<file path="src/rtl/adc_rx_ctrl.sv">
// ADC receive capture controller: frame-lock detection, I/Q pairing and
// length-bounded delivery of pairs over a one-entry valid/ready output register.
module adc_rx_ctrl #(
    parameter int LOCK_CNT = 4,
    parameter int LEN_W    = 16
) (
    input  logic             clk,
    input  logic             rst_n,
    input  logic [11:0]      rx_data,
    input  logic             rx_frame,
    input  logic             start,
    input  logic [LEN_W-1:0] len,
    input  logic             abort,
    output logic [23:0]      out_data,
    output logic             out_valid,
    input  logic             out_ready,
    output logic             busy,
    output logic             done,
    output logic             lock,
    output logic             overflow
);

    typedef enum logic [1:0] {IDLE, ARM, CAPTURE, DRAIN} state_t;

    localparam logic [3:0]       LOCK_MAX = 4'(LOCK_CNT);
    localparam logic [LEN_W-1:0] LEN_ONE  = LEN_W'(1);

    state_t           state;
    logic [3:0]       alt_cnt;
    logic [3:0]       alt_next;
    logic             prev_frame;
    logic [11:0]      i_hold;
    logic [LEN_W-1:0] remaining;
    logic             pair_ok;
    logic             accept;
    logic             slot_free;

    always_comb begin
        alt_next = 4'd0;
        if (rx_frame != prev_frame)
            alt_next = (alt_cnt == LOCK_MAX) ? alt_cnt : alt_cnt + 4'd1;
    end

    // A pair is the Q sample of this cycle joined to the I sample of the previous one.
    assign pair_ok   = prev_frame && !rx_frame && lock;
    assign accept    = out_valid && out_ready;
    assign slot_free = !out_valid || out_ready;

    always_ff @(posedge clk or negedge rst_n) begin
        if (!rst_n) begin
            alt_cnt    <= 4'd0;
            prev_frame <= 1'b0;
            i_hold     <= 12'd0;
            lock       <= 1'b0;
        end else begin
            alt_cnt    <= alt_next;
            prev_frame <= rx_frame;
            lock       <= (alt_next == LOCK_MAX);
            if (rx_frame)
                i_hold <= rx_data;
        end
    end

    always_ff @(posedge clk or negedge rst_n) begin
        if (!rst_n) begin
            state     <= IDLE;
            remaining <= '0;
            out_data  <= 24'd0;
            out_valid <= 1'b0;
            busy      <= 1'b0;
            done      <= 1'b0;
            overflow  <= 1'b0;
        end else begin
            done <= 1'b0;
            if (accept)
                out_valid <= 1'b0;
            if (abort) begin
                state     <= IDLE;
                busy      <= 1'b0;
                remaining <= '0;
                out_valid <= 1'b0;
            end else begin
                case (state)
                    IDLE: begin
                        if (start) begin
                            remaining <= len;
                            overflow  <= 1'b0;
                            if (len == '0) begin
                                done <= 1'b1;
                            end else begin
                                state <= ARM;
                                busy  <= 1'b1;
                            end
                        end
                    end
                    ARM: begin
                        if (lock && rx_frame)
                            state <= CAPTURE;
                    end
                    CAPTURE: begin
                        // Losing lock keeps the count and any pending output; only the half pair is lost.
                        if (!lock) begin
                            state <= ARM;
                        end else if (pair_ok) begin
                            if (slot_free) begin
                                out_data  <= {i_hold, rx_data};
                                out_valid <= 1'b1;
                                remaining <= remaining - LEN_ONE;
                                if (remaining == LEN_ONE)
                                    state <= DRAIN;
                            end else begin
                                overflow <= 1'b1;
                            end
                        end
                    end
                    DRAIN: begin
                        if (slot_free) begin
                            state <= IDLE;
                            busy  <= 1'b0;
                            done  <= 1'b1;
                        end
                    end
                    default: begin
                        state <= IDLE;
                        busy  <= 1'b0;
                    end
                endcase
            end
        end
    end

endmodule

</file>
<file path="config.mk">
export PLATFORM = sky130hd
export DESIGN_NAME = adc_rx_ctrl
export DESIGN_NICKNAME = d
export VERILOG_FILES = /design/src/rtl/adc_rx_ctrl.sv
export SDC_FILE = /design/constraint.sdc
export NUM_CORES = 1
export LEC_CHECK = 0
export ABC_AREA = 1
export CORE_MARGIN = 2
export CORE_UTILIZATION = 47
export DETAILED_ROUTE_END_ITERATION = 12
export PLACE_DENSITY = 0.76
export REMOVE_ABC_BUFFERS = 1
export SYNTH_ARGS = -nofsm -noshare
export SYNTH_HDL_FRONTEND = slang
export SYNTH_SLANG_ARGS = --single-unit
</file>
<file path="constraint.sdc">
create_clock -name clk -period 1.65 [get_ports clk]
set_input_delay 0.4125 -clock clk [delete_from_list [all_inputs] [get_ports clk]]
set_output_delay 0.4125 -clock clk [all_outputs]
set_load 0.01 [all_outputs]
</file>
==> run metrics <==
run status=completed; worst endpoint required time=approximately 1900 ps; Synth area leader=dfrtp_1; wire length of the first global-routing pass=around 13 mm; DR WL met3=between 500 and 600 µm; antenna violations before repair=0; vertical die dimension=between 80 and 90 µm; clk sinks=64; Port Buffer Count=between 60 and 70; Via-to-Cell Ratio=4.96; total global-route track usage=between 20% and 30%; final hold violation count=0; Post-Syn Area per Cell=approximately 8.3 µm²; residual DRC count=0; largest net degree at the start of global routing=65; area taken by flip-flops and latches=1600 µm²; H-Tree Depth=3; end-of-flow core utilization=67.4%; number of I/O pins=63; part of the power in combinational logic=a little over two fifths; ratio of total power to cell area=about 1400 nW/µm²; start-to-end type of the worst setup path=reg2reg; detailed placer's ending HPWL=5.37 mm; number of placement rows=30; leakage power of the design=between 2 and 2.5 nW; clock transition at the registers of the reported paths=roughly 80 ps; remaining number of nets flagged by the antenna check after routing=0; area enclosed by the die boundary=7740 µm²; minimum period implied by the final worst setup slack=roughly 1600 ps; clock tree root buffer cell=clkbuf_8; max-slew violations=0; routability-driven placement congestion ratio=roughly 0.86; final worst path period share=between 90% and 100%; number of buffers created by CTS=9; total met2 wirelength after detailed routing=4.07 mm; internal power of the cells=roughly 4 mW; fraction of the yosys area taken by sequential cells=between 40% and 50%; width of the chip=88.0 µm; Cell Area, Synth=around 3300 µm²; endpoint arrival time on the critical path=1890 ps; Max-Slew Margin vs Limit=between 70% and 80%; detail-routed net length per standard cell=13.5 µm; grt ovf=0; fill cell total of the finished layout=551; setup clock skew after layout=5.91 ps; initial DRC count=around 170; share of cells above drive strength 1=21.0%; total net switching power=2.70 mW; overall via count from detail_route=about 3,000; Final setup violation count=0; Yosys warning total=0; Gate Count Post-Synth=400; Synth Register Bits=64; max cap viols=0; unrepaired setup endpoints after global routing=yes; ranking of synthesized cells by area=dfrtp_1, nand2_1, o21ai_0, nor2_1, inv_1; Switching Share=between 40% and 50%; net count of the finished layout=between 500 and 600; Crit. End Element=register; number of global-route vias before repair=about 2,900; actual transition at the worst max-transition pin=between 300 and 400 ps; final hold slack=53.4 ps; Initial Util=between 40 and 50%; drt first pass iters=4; Core Box Area=6790 µm²; share of power burned in the clock network=21.2%; n_diodes=0; CTS Buffer Depth=2; maximum frequency from static timing analysis=around 0.62 GHz; layout overhead on the synthesized area=38.1%; hold crit path type=in2async; combined area of the multi-input logic cells=~1600 µm²; top routing layer used=met4; kind of start point of the critical path=register; sum of routed wire segments on met1=between 3 and 4 mm; Routed WL=8.11 mm; share of power burned in registers=roughly a third; peak fanout along the critical path=8; clock latency on the worst-skew pair=around 350 ps; Distinct cells, synth=30; Pwr Total=about 6.6 mW; Max VDD drop=around 0.00099 V; clock tree from TritonCTS=done; post-synth top area share=48.3%
[layout make-up]
type | count | share of cell area (%)
flip-flops and latches | 64 | 35.0
multi-input cells | 278 | 34.6
repair buffers | 97 | 19.2
inverters | 49 | 4.07
clock buffers | 9 | 2.70
well taps | 96 | 2.62
clock inverters | 7 | 1.75
[timing repair]
| action | CTS | global route |
|---|---|---|
| buffers inserted | 3 | 4 |
| gates resized for setup | 36 | 30 |
| hold endpoints to repair | 0 | 0 |
| cloned | 1 | 0 |
| endpoints found under the setup margin | 60 | 35 |
| pin swaps | 3 | 11 |
| hold buffers | 0 | 0 |
[worst max-delay path, cell delays in order (launching register included)]
cell and delay [ps]:
dfrtp_1 370, ha_4 160, nand2_4 60, a21oi_4 190, buf_6 140, nand2_4 50
nand3_4 130, nand3_4 170, nor2_4 130, nand2_1 70, nand2_1 70
[cells in the final DEF, fill, tap and decap left out, types with 2 or more instances in the layout]
cell / count
ha_4: 2
ha_1: 5
clkinv_4: 2
buf_6: 3
clkdlybuf4s50_1: 31
nor3_1: 3
mux2_4: 6
nand2_1: 100
ha_2: 2
inv_2: 10
nor2_4: 5
nor2_2: 6
clkbuf_8: 9
a21oi_1: 7
nand4_1: 2
nand3_4: 3
o22ai_1: 6
buf_12: 2
or2_2: 4
buf_4: 30
mux2_2: 6
o21ai_0: 41
xor2_1: 5
dlygate4sd2_1: 29
nor2_1: 46
dfrtp_1: 63
nand2_4: 3
inv_1: 38
nand3_1: 18
[state kept, by name, summed over array words and instances (netlist names)]
register	cells
prev_frame	1
done	1
lock	1
overflow	1
out_data	24
busy	1
alt_cnt	4
i_hold	12
state	2
out_valid	1
remaining	16
[metrics by stage]
step | TNS (ps) | area [µm²] | std cells | setup WS (ps)
2_1_floorplan | -14740 | 3250 | 390 | -477
3_3_place_gp | -16650 | 4220 | 576 | -455
3_5_place_dp | -17500 | 4220 | 576 | -479
4_1_cts | 0 | 4460 | 596 | 1.82
5_1_grt | -91.6 | 4580 | 600 | -37.5
6_report | 0 | 4580 | 600 | 47.1
[cell usage after synthesis (all sizes together)]
master    n
o22ai     6
nand3    21
buf       5
xnor2     1
or2       4
inv      49
ha        9
a22oi     1
mux2     12
dfrtp    64
clkbuf    5
nor2     57
xor2      5
nor3      4
o211ai    1
a21oi     8
nand2   105
nand4     2
o21ai    41
[kinds of logic (layout without fill, tap and decap cells)]
kind of cell / after synthesis / in the layout / synth area share (%)
compound gates: 57 / 57 / 9.32
buf+inv: 59 / 162 / 7.43
flops: 64 / 64 / 48.3
mux: 12 / 12 / 4.75
xor+xnor: 6 / 6 / 1.58
fa+ha+maj: 9 / 9 / 3.40
simple gates: 193 / 194 / 25.2
[metal layers]
metal,up-vias,global-route usage (%)
met5,-,0
met3,13,6.60
li1,1472,-
met4,0,6.43
met1,1402,26.5
met2,90,38.2
[path summary, 6_finish.rpt]
| kind | start | to | slack (ps) | cells after the start |
|---|---|---|---|---|
| worst max-delay path | prev_frame$_DFF_PN0_ | remaining[15]$_DFFE_PN0P_ | 50 | 10 |
| worst min-delay path | rst_n | remaining[9]$_DFFE_PN0P_ | 50 | 2 |
| worst max register to register | prev_frame$_DFF_PN0_ | remaining[15]$_DFFE_PN0P_ | 50 | 10 |
| worst min register to register | out_data[17]$_DFFE_PN0P_ | out_data[17]$_DFFE_PN0P_ | 480 | 2 |
| max in group asynchronous | rst_n | state[1]$_DFFE_PN0P_ | 1290 | 2 |
| min in group clk | out_data[17]$_DFFE_PN0P_ | out_data[17]$_DFFE_PN0P_ | 480 | 2 |
[power groups by stage]
| stage | combinational, mW | sequential (mW) | clock [mW] |
|---|---|---|---|
| after detailed placement | 2.66 | 2.32 | 0 |
| after floorplan | 1.64 | 2.32 | 0 |
| after global placement | 2.58 | 2.30 | 0 |
| after global routing | 3.26 | 2.35 | 1.50 |
| final | 2.89 | 2.30 | 1.40 |
| after CTS | 2.66 | 2.29 | 1.42 |
Power figures use the tool's default switching activity.
